`config.mk`:
```
export PLATFORM = sky130hd
export DESIGN_NAME = fetch_pc_gen
export DESIGN_NICKNAME = d
export VERILOG_FILES = /design/src/rtl/fetch_pc_gen.sv
export SDC_FILE = /design/constraint.sdc
export NUM_CORES = 1
export LEC_CHECK = 0
export ABC_AREA = 1
export CAP_MARGIN = 15
export CELL_PAD_IN_SITES_DETAIL_PLACEMENT = 1
export CELL_PAD_IN_SITES_GLOBAL_PLACEMENT = 2
export CORE_MARGIN = 3
export CORE_UTILIZATION = 22
export DETAILED_ROUTE_END_ITERATION = 10
export PLACE_DENSITY_LB_ADDON = 0.12
export SYNTH_ARGS = -nofsm -noshare
export SYNTH_HDL_FRONTEND = slang
export SYNTH_SLANG_ARGS = --single-unit
```
`constraint.sdc`:
```
create_clock -name clk -period 1.65 [get_ports clk]
set_input_delay 0.4125 -clock clk [delete_from_list [all_inputs] [get_ports clk]]
set_output_delay 0.4125 -clock clk [all_outputs]
set_load 0.02 [all_outputs]
```
`src/rtl/fetch_pc_gen.sv`:
```
// Fetch-stage PC generator: sequential word-addressed PC advance, two-source redirect
// arbitration (late mispredict over early JAL), epoch tagging and a saturating redirect counter.
module fetch_pc_gen #(
    parameter int               WIDTH    = 31,
    parameter int               EPOCH_W  = 2,
    parameter logic [WIDTH:0]   RESET_PC = '0,
    parameter int               CNT_W    = 16
) (
    input  logic               clk,
    input  logic               reset,
    input  logic               jump,
    input  logic [WIDTH:0]     targetAddress,
    input  logic [EPOCH_W-1:0] jalEpoch,
    input  logic               mispredict,
    input  logic [WIDTH:0]     correctPC,
    input  logic               stall,
    output logic [WIDTH:0]     fetchPC,
    output logic               fetchValid,
    output logic [EPOCH_W-1:0] fetchEpoch,
    output logic               redirectTaken,
    output logic [CNT_W-1:0]   redirectCount
);

    typedef enum logic [1:0] {
        BOOT,
        RUN,
        BUBBLE
    } state_t;

    state_t             state_q, state_d;
    logic [WIDTH:0]     pc_q, pc_d;
    logic               valid_q, valid_d;
    logic [EPOCH_W-1:0] epoch_q, epoch_d;
    logic [CNT_W-1:0]   count_q, count_d;

    logic               redirectAccept;
    logic [WIDTH:0]     redirectPC;

    // A JAL whose epoch no longer matches was fetched down a path that has since been
    // abandoned, so it must not steer fetch; a mispredict is always authoritative.
    always_comb begin
        redirectAccept = 1'b0;
        redirectPC     = targetAddress;
        if (mispredict) begin
            redirectAccept = 1'b1;
            redirectPC     = correctPC;
        end else if (jump && (jalEpoch == epoch_q)) begin
            redirectAccept = 1'b1;
            redirectPC     = targetAddress;
        end
    end

    always_comb begin
        state_d = state_q;
        pc_d    = pc_q;
        valid_d = valid_q;
        epoch_d = epoch_q;
        count_d = count_q;
        if (redirectAccept) begin
            state_d = BUBBLE;
            pc_d    = redirectPC;
            valid_d = 1'b0;
            epoch_d = epoch_q + 1'b1;
            if (count_q != {CNT_W{1'b1}}) begin
                count_d = count_q + 1'b1;
            end
        end else begin
            case (state_q)
                BOOT: begin
                    state_d = RUN;
                    valid_d = 1'b1;
                end
                RUN: begin
                    valid_d = 1'b1;
                    if (!stall) begin
                        pc_d = pc_q + 1'b1;
                    end
                end
                BUBBLE: begin
                    state_d = RUN;
                    valid_d = 1'b1;
                end
                default: begin
                    state_d = BOOT;
                    valid_d = 1'b0;
                end
            endcase
        end
    end

    always_ff @(posedge clk or posedge reset) begin
        if (reset) begin
            state_q <= BOOT;
            pc_q    <= RESET_PC;
            valid_q <= 1'b0;
            epoch_q <= '0;
            count_q <= '0;
        end else begin
            state_q <= state_d;
            pc_q    <= pc_d;
            valid_q <= valid_d;
            epoch_q <= epoch_d;
            count_q <= count_d;
        end
    end

    // The pulse is combinational, so it is masked by reset to keep every output at its reset value.
    assign redirectTaken = redirectAccept & ~reset;
    assign fetchPC       = pc_q;
    assign fetchValid    = valid_q;
    assign fetchEpoch    = epoch_q;
    assign redirectCount = count_q;

endmodule

```
== After elaboration in Yosys (flattened, before gate mapping) ==
Index checks and enable logic that the tools add are counted.

* Flip-flop bits (word level): 53
* Input port bits: 71
* Logic and storage cells: 33

* Mux-type cells: 10
* Bitwise gates (word level): 2
* Equal/unequal tests: 6
* Reduce and logical (&&, ||, !) cells: 7
* Add/subtract/negate cells: 3

{| class="wikitable"
|+ Operators by type and width
! kind !! count
|-
| $mux W32 || 4
|-
| $add A32 B1 Y32 const B || 1
|-
| $add A16 B1 Y16 const B || 1
|-
| $ne A16 B16 Y1 const B || 1
|-
| $mux W1 || 4
|-
| $pmux W2 S2 || 1
|-
| $reduce_and A2 Y1 || 2
|-
| $reduce_or A3 Y1 || 1
|-
| $add A2 B1 Y2 const B || 1
|-
| $eq A2 B1 Y1 const B || 1
|-
| $eq A2 B2 Y1 || 1
|-
| $eq A2 B2 Y1 const B || 1
|-
| $logic_not A2 Y1 || 1
|-
| $mux W2 || 1
|-
| $ne A2 B1 Y1 const B || 1
|-
| $ne A2 B2 Y1 const B || 1
|-
| $reduce_bool A2 Y1 || 1
|-
| $reduce_or A2 Y1 || 1
|-
| $and A1 B1 Y1 || 1
|-
| $logic_and A1 B1 Y1 || 1
|-
| $not A1 Y1 || 1
|}

== Logic depth before layout (Yosys ltp) ==
Gate-level depths: netlist (run 1).

* Depth in word-level cells: 6
* Depth in mapped cells: 12
* Gate-level depth less buffers: 11

== Worst setup path before layout (run 1) ==
Ideal clock, no wire load.

* Kind: register -> output
* From: register epoch_q[1] (netlist: fetchEpoch[1])
* To: output redirectTaken
* Stages on the path, launching flop included: 10
* Arrival: 1.508 ns
* Buffers on the path: 1
* Path slack: -0.270 ns
* Cells stage by stage: dfrtp_1 -> inv_2 -> nand2_1 -> nand2_1 -> nor2_2 -> nand2_4 -> nand2_8 -> inv_2 -> buf_4 -> nor2_1

* Word-level cells in the longest chain between the ends: 5

{| class="wikitable"
|+ Ends and longest elaborated chain
! item !! RTL line !! source
|-
| start: declaration || 33 || <nowiki>logic [EPOCH_W-1:0] epoch_q, epoch_d;</nowiki>
|-
| start signal: assignment || 102 || <nowiki>epoch_q <= epoch_d;</nowiki>
|-
| $eq A2 B2 Y1 || 47 || <nowiki>end else if (jump && (jalEpoch == epoch_q)) begin</nowiki>
|-
| $logic_and A1 B1 Y1 || 47 ||
|-
| $mux W1 || 47 ||
|-
| $mux W1 || 44 || <nowiki>if (mispredict) begin</nowiki>
|-
| $and A1 B1 Y1 || 108 || <nowiki>assign redirectTaken = redirectAccept & ~reset;</nowiki>
|-
| end: declaration || 20 || <nowiki>output logic redirectTaken,</nowiki>
|}

Every way passes these cells.

== Final worst setup path (run 1) ==
* From: register epoch_q[0] (netlist: fetchEpoch[0])
* To: output redirectTaken

Same word-level chain as after synthesis.

==> results of run 1 <==
[routing by layer]
metal,routed length [µm],global-route usage (%),vias up
li1,-,-,2307
met1,7900,22.3,2175
met2,7760,27.3,97
met3,570,3.35,18
met4,235,3.06,0
met5,0,0,-
[metrics by stage]
| step | cells | setup WS [ns] |
|---|---|---|
| after detailed placement | 1001 | -0.868 |
| final | 1024 | -0.158 |
| after CTS | 1011 | -0.216 |
| after global routing | 1024 | -0.241 |
| after global placement | 1001 | -0.869 |
| after floorplan | 612 | -0.139 |
[what timing repair did]
action / in CTS / in global routing
cloned: 0 / 2
endpoints found under the setup margin: 103 / 49
setup buffers: 2 / 11
pin swaps: 7 / 13
resized for setup: 75 / 76
endpoints found under the hold margin: 0 / 0
[sequential cells by signal, indices dropped and copies added, names as in the netlist]
register / count
fetchPC: 32
redirectCount: 16
fetchEpoch: 2
state_q: 2
fetchValid: 1
[cells in the mapped netlist (5+ instances only)]
cell,n
inv_1,54
or2_2,7
nand4_1,10
o21ai_1,14
nor2_2,6
nor3_1,8
nand3_1,39
nand3b_1,7
inv_2,6
buf_6,6
nand2_1,205
a21oi_2,5
xor2_1,18
dfrtp_1,53
a21oi_1,9
o21ai_0,32
nor2_1,98
[cells by family (layout without fill, tap and decap cells)]
group	after synthesis	in the layout	share of synthesized area, %
adders and majority gates	2	2	0.631
DFF	53	53	33.4
AOI/OAI and AO/OA	68	68	9.59
xor gates and xnor gates	22	22	4.86
muxes	1	1	0.252
and+or+nand+nor	389	389	42.3
buffers and inverters	77	264	8.96
[report_power, final]
group          internal, mW  switching [mW]  leakage [nW]  total [mW]
clock                 0.733           0.587        0.0859        1.32
combinational          1.64            2.09          2.25        3.73
sequential             1.70           0.548         0.626        2.25
[final cells by class]
class	count	area share, %
Multi-Input combinational cell	482	38.8
Timing Repair Buffer	195	29.1
Sequential cell	53	20.9
Tap cell	225	4.40
Inverter	61	4.03
Clock buffer	5	1.95
Clock inverter	3	0.782
[worst paths after layout]
| kind | from | to | slack (ns) |
|---|---|---|---|
| worst max-delay path | fetchEpoch[0]$_DFFE_PP0P_ | redirectTaken | -0.16 |
| worst min register to register | state_q[1]$_DFFE_PP0P_ | fetchValid$_DFF_PP0_ | 0.49 |
| max in group asynchronous | reset | fetchEpoch[0]$_DFFE_PP0P_ | 0.74 |
| worst min-delay path | state_q[1]$_DFFE_PP0P_ | fetchValid$_DFF_PP0_ | 0.49 |
| min in group asynchronous | reset | redirectCount[7]$_DFFE_PP0P_ | 0.62 |
| worst max register to register | fetchEpoch[1]$_DFFE_PP0P_ | redirectCount[13]$_DFFE_PP0P_ | -0.16 |
[worst register-to-register path, cell delays in order, from the launching register on]
cell     delay [ns]
dfrtp_2        0.44
inv_2          0.07
nand2_2        0.04
nand2_2        0.08
nor2_4         0.04
nand2_4        0.09
nand2_8        0.07
buf_4          0.15
buf_16         0.14
buf_12         0.13
nand2_8        0.12
inv_4          0.06
buf_12         0.14
o21ai_1        0.07
o21ai_1        0.07
==> impl_metrics.py, run 1 <==
metrics = {
    "status": {
        "run_status": "finished, violations left",
        "violations": "negative setup slack",
    },
    "hold_path": {
        "hp-class": "flip-flop to flip-flop",
        "worstHoldPathCells": 1,
    },
    "cells_and_area": {
        "final_net_count": 871,
        "post_route_cells_drive_above_1_share_pct": 20.4,
        "fillCellCount": 2210,
        "multi_input_area_mm2": 0.00248,
        "diodes": 0,
        "layout_commonest_cell": "nand2_1",
        "synthToLayoutAreaGrowth_pct": 61.4,
        "finish.instance_area_mm2": 0.00640,
        "seq_area_mm2": 0.00134,
        "most-common-layout-cells": "197 x nand2_1, 83 x nor2_1, 67 x clkdlybuf4s50_1, 57 x buf_4, 53 x inv_1",
        "util_after_layout_pct": 36.6,
    },
    "critical_path": {
        "worst-path-buf-inv": 3,
        "critical_path_class": "flip-flop to output port",
        "critPathRequiredTime_ns": 1.24,
        "timing.critical_path.depth": 8,
        "critical_path.startpoint_type": "flip-flop",
        "path_cells": "inv_4 > nor2_4 > nor2_4 > nand2_4 > nand2_8 > inv_6 > nor2_4 > buf_6",
        "reg2regPathDepth": 14,
        "cpPeakStageDelay_ns": 0.43,
        "worst-endpoint-arrival_ns": 1.40,
        "category_of_cells_accounting_for_the_largest_share_of_critical_path_delay": "flip-flops",
        "worst_path_most_repeated_cell": "nor2_4",
        "cp_slowest_cell": "dfrtp_2",
        "crit_path_end_kind": "output port",
        "worstPathMaxFanout": 3,
    },
    "yosys": {
        "postSynthCellCount": 612,
        "synthDominantAreaCellType": "dfrtp_1",
        "synth.ff_latch_count": 53,
        "mappedNetlistArea_mm2": 0.00397,
        "async_flop_share_pct": 100,
        "synth_top_cells_by_area": "dfrtp_1 33%, nand2_1 19%, nor2_1 9.3%",
        "synth_edf_count": 0,
        "postSynth.topFlopCell": "dfrtp_1",
        "synth.yosys.warnings": 0,
        "number_of_distinct_standard_cells_referenced_by_the_synthesized_netlist": 37,
        "synth.net_count": 685,
        "synth_top_area_share_pct": 33.4,
        "sequential_cell_area_fraction_in_the_yosys_report_pct": 33.4,
        "syn_area_per_cell_um2": 6.48,
    },
    "global_routing": {
        "grt_first_pass_wirelength_mm": 25.8,
        "pin_count_of_the_biggest_net_entering_global_routing": 54,
        "antenna_found_initial": 0,
        "number_of_global_route_vias_before_repair": 4850,
        "track_usage_pct": 16.4,
        "total_grt_overflow": 0,
    },
    "routing": {
        "detailroute.via_count": 4597,
        "firstDrtPassIters": 4,
        "routed_wire_length_per_instance_um": 16.1,
        "drt_antenna_net_count": 0,
        "drc_markers": 0,
        "vias_per_cell": 4.49,
        "postRouteWirelength_mm": 16.5,
        "drtIter0Drc": 163,
    },
    "clock_network": {
        "htree_levels": 2,
        "cts.clk_slew.worst_paths_ns": 0.07,
        "cts_buffer_depth": 2,
        "cts_root_buf": "clkbuf_16",
        "cts_buffers": 5,
        "hold_buffer_count_at_cts": 0,
        "clock_tree_sinks": 53,
        "source_to_sink_clock_delay_at_the_later_pin_of_the_worst_skew_pair_ns": 0.32,
        "cts_tree": "yes",
    },
    "job": {
        "max_cap_violations": 0,
    },
    "timing": {
        "setup_repair_after_global_routing_missed_its_margin": "true",
        "final.setup_skew_ns": 0.0129,
        "hold_viol": 0,
        "final.min_clock_period_ns": 1.81,
        "report.final.setup_viol": 40,
        "postLayoutSetupSlackWorst_ns": -0.158,
        "hold_slack_ns": 0.489,
        "slew_violations": 0,
        "tightestPinTransition_ns": 0.350,
        "slew_headroom_pct": 76.7,
        "fin_crit_sh_pct": 110,
        "finalSetupTns_ns": -3.21,
        "fmax_ghz": 0.553,
    },
    "pwr": {
        "irDropWorstVdd_mv": 0.533,
        "design_power_total_mw": 7.30,
        "p_leak_nw": 2.96,
        "power.density_mw_per_mm2": 1140,
    },
    "placement": {
        "port-buffer-count": 122,
        "dp_hpwl_mm": 12.7,
        "globalplace.congestion": 0.829,
        "dpl-instance-area_mm2": 0.00584,
    },
    "floorplan": {
        "floorplan.die_area_mm2": 0.0197,
        "dieHeight_um": 140,
        "die_width_um": 140,
        "floorplan.rows": 48,
        "effective_utilization_at_floorplan_pct": 22.7,
        "boundaryPins": 123,
        "fp.coreArea_mm2": 0.0175,
    },
}
Note: power is estimated with default switching activity, not from simulation.
==> inputs of run 2 (changes only) <==
- ABC_AREA: 1 -> not set
- CORE_UTILIZATION: 22 -> 23
==> run 2 against run 1 <==
  * The flow still finishes with violations (negative setup slack)
  * Sequential share of layout area up 1.3 points
  * Register-to-register slack worse by 0.20 ns
  * Critical path depth down 1
  * Synthesized area down 19%
  * Global-route usage up 0.47 points
  * Power down 8.4%
  * Wire length down 21%
  * First-iteration DRC count down 45%
  * Sequential power down 13%
  * Combinational power down 4%
  * Setup slack worse by 0.23 ns
  * Cell count down 28%
  * Largest cell class unchanged
  * Highest routed layer unchanged
==> impl_metrics.py, run 2 <==
metrics = {
    "status": {
        "run_status": "finished, violations left",
        "violations": "negative setup slack",
    },
    "timing": {
        "slew_violations": 0,
        "fin_crit_sh_pct": 123,
        "hold_viol": 0,
        "slew_headroom_pct": 71.1,
        "setup_repair_after_global_routing_missed_its_margin": "true",
        "report.final.setup_viol": 38,
        "tightestPinTransition_ns": 0.433,
        "final.min_clock_period_ns": 2.04,
        "fmax_ghz": 0.491,
        "postLayoutSetupSlackWorst_ns": -0.385,
        "final.setup_skew_ns": 0.0110,
    },
    "routing": {
        "drtIter0Drc": 89,
        "firstDrtPassIters": 4,
        "drc_markers": 0,
        "vias_per_cell": 4.70,
        "detailroute.via_count": 3486,
        "postRouteWirelength_mm": 13.1,
        "routed_wire_length_per_instance_um": 17.6,
        "drt_antenna_net_count": 0,
    },
    "placement": {
        "port-buffer-count": 122,
        "dp_hpwl_mm": 9.81,
        "globalplace.congestion": 0.798,
        "place.detailed.instances": 719,
        "dpl-instance-area_mm2": 0.00543,
    },
    "clock_network": {
        "cts_buffers": 5,
        "cts_buffer_depth": 2,
        "htree_levels": 2,
        "source_to_sink_clock_delay_at_the_later_pin_of_the_worst_skew_pair_ns": 0.31,
        "cts_root_buf": "clkbuf_16",
        "cts.clk_slew.worst_paths_ns": 0.08,
        "cts_tree": "yes",
        "clock_tree_sinks": 53,
        "hold_buffer_count_at_cts": 0,
    },
    "floorplan": {
        "fp.coreArea_mm2": 0.0134,
        "floorplan.die_area_mm2": 0.0153,
        "boundaryPins": 123,
        "floorplan.rows": 42,
        "effective_utilization_at_floorplan_pct": 23.8,
        "dieHeight_um": 124,
        "die_width_um": 124,
    },
    "cells_and_area": {
        "largest_register_ff_count": 32,
        "util_after_layout_pct": 45.6,
        "fillCellCount": 1538,
        "post_route_cells_drive_above_1_share_pct": 38.5,
        "layout_commonest_cell": "buf_4",
        "synthToLayoutAreaGrowth_pct": 91.3,
        "finish.instance_area_mm2": 0.00611,
        "post_layout_nonfiller_instances": 742,
        "diodes": 0,
        "final_net_count": 638,
        "most-common-layout-cells": "90 x buf_4, 66 x clkdlybuf4s50_1, 39 x dlygate4sd2_1, 34 x nand2_1, 30 x dfrtp_1",
    },
    "yosys": {
        "synthDominantAreaCellType": "dfrtp_1",
        "synth_adder_area_share_pct": 0.784,
        "syn_area_per_cell_um2": 9.28,
        "synthesized_area_fraction_occupied_by_xor_and_xnor_cells_pct": 12.9,
        "count_leader_synth": "dfrtp_1",
        "synth_edf_count": 0,
        "sequential_cell_area_fraction_in_the_yosys_report_pct": 41.5,
        "synth_top_cells_by_area": "dfrtp_1 42%, xnor2_1 9.3%, nand2_1 4.3%",
        "number_of_distinct_standard_cells_referenced_by_the_synthesized_netlist": 42,
        "mappedNetlistArea_mm2": 0.00319,
        "synth.yosys.warnings": 0,
        "basic_gate_share_of_the_synthesized_area_counting_and_or_nand_and_nor_cells_pct": 25.9,
        "postSynth.topFlopCell": "dfrtp_1",
        "synth.net_count": 417,
        "synth_top_area_share_pct": 41.5,
        "synthTopCellsByCount": "53 x dfrtp_1, 37 x nand2_1, 34 x xnor2_1, 21 x nand4_1, 19 x nand3_1",
        "synth.ff_latch_count": 53,
        "postSynthCellCount": 344,
        "async_flop_share_pct": 100,
        "synth_compound_area_share_pct": 11.0,
        "combinational_family_with_the_most_area_after_synthesis": "simple AND/OR/NAND/NOR gates",
        "yosys-mux-area-fraction_pct": 2.55,
    },
    "critical_path": {
        "critical_path.startpoint_type": "input port",
        "worst-endpoint-arrival_ns": 2.24,
        "worstPathMaxFanout": 3,
        "path_cells": "dlygate4sd2_1 > or3b_4 > or4_4 > buf_6 > nor2_4 > xnor2_2 > a221oi_2",
        "cpPeakStageDelay_ns": 0.52,
        "setup.reg_to_reg.worst_slack_ns": -0.36,
        "worst-path-buf-inv": 2,
        "category_of_cells_accounting_for_the_largest_share_of_critical_path_delay": "simple AND/OR/NAND/NOR gates",
        "cp_slowest_cell": "or4_4",
        "critical_path_class": "input port to flip-flop",
        "critPathRequiredTime_ns": 1.85,
        "crit_path_end_kind": "flip-flop",
    },
    "hold_path": {
        "hp-class": "flip-flop to flip-flop",
    },
    "job": {
        "max_cap_violations": 0,
    },
    "global_routing": {
        "number_of_global_route_vias_before_repair": 3787,
        "grt_first_pass_wirelength_mm": 20.1,
        "antenna_found_initial": 0,
        "pin_count_of_the_biggest_net_entering_global_routing": 54,
        "total_grt_overflow": 0,
        "track_usage_pct": 16.9,
    },
    "pwr": {
        "irDropWorstVdd_mv": 0.590,
        "power.density_mw_per_mm2": 1090,
        "p_leak_nw": 2.61,
    },
}
## run 2: changes by cell type after synthesis, sizes merged, moves of 10 or more
| cell | before | now |
|---|---|---|
| nor2 | 107 | 12 |
| nand2 | 209 | 37 |
| nand3 | 40 | 19 |
| inv | 61 | 15 |
| clkbuf | 2 | 14 |
| and3 | 0 | 10 |
| nand4 | 10 | 21 |
| o21ai | 46 | 9 |
| xnor2 | 4 | 34 |
| buf | 14 | 4 |
## run 2: final timing paths
check,cells past startpoint,from,end
worst max register to register,6,state_q[1]$_DFFE_PP0P_,fetchPC[11]$_DFFE_PP0P_
worst max-delay path,7,stall,fetchPC[11]$_DFFE_PP0P_
worst min register to register,1,redirectCount[8]$_DFFE_PP0P_,redirectCount[8]$_DFFE_PP0P_
max in group asynchronous,4,reset,fetchPC[12]$_DFFE_PP0P_
min in group asynchronous,4,reset,fetchPC[6]$_DFFE_PP0P_
worst min-delay path,1,redirectCount[8]$_DFFE_PP0P_,redirectCount[8]$_DFFE_PP0P_
## run 2: kinds of logic after synthesis
group,after synthesis
adders and majority gates,2
AOI/OAI and AO/OA,51
xor gates and xnor gates,47
DFF,53
and+or+nand+nor,150
buffers and inverters,33
muxes,8
## run 2: what timing repair did
item / in CTS / in global routing
buffers inserted: 7 / 8
pin swaps: 28 / 15
resized for setup: 109 / 63
gates cloned: 0 / 3
setup endpoints to repair: 103 / 60
## run 2: routing by layer
metal	vias to the layer above	GRT usage (%)	share of wire, %
met1	1697	22.7	45
met2	85	27.4	48
met4	0	4.29	1.1
li1	1694	-	-
met3	10	3.91	6.0
met5	-	0	0
## run 2: final cells by class
type	instances	area, µm²	area share [%]
clock buffer	5	125	2.05
clock inverter	3	26.3	0.430
inverter	15	65.1	1.07
multi-input combinational	258	2170	35.5
sequential	53	1360	22.2
tap	176	220	3.61
timing repair buffer	232	2140	35.1
## run 2: where the power goes
group	internal (mW)	switching (mW)
combinational	1.85	1.75
clock	0.576	0.560
sequential	1.64	0.319
## run 2: metrics by stage
step / setup slack (ns) / hold slack [ns] / total power [mW] / TNS, ns
finish: -0.385 / 0.512 / 6.68 / -4.91
global placement: -0.712 / 0.497 / 5.10 / -26.28
floorplan: -0.194 / 0.466 / 3.36 / -2.24
CTS: -0.378 / 0.515 / 6.32 / -6.40
global route: -0.452 / 0.554 / 7.09 / -8.99
detailed placement: -0.785 / 0.502 / 5.18 / -29.39
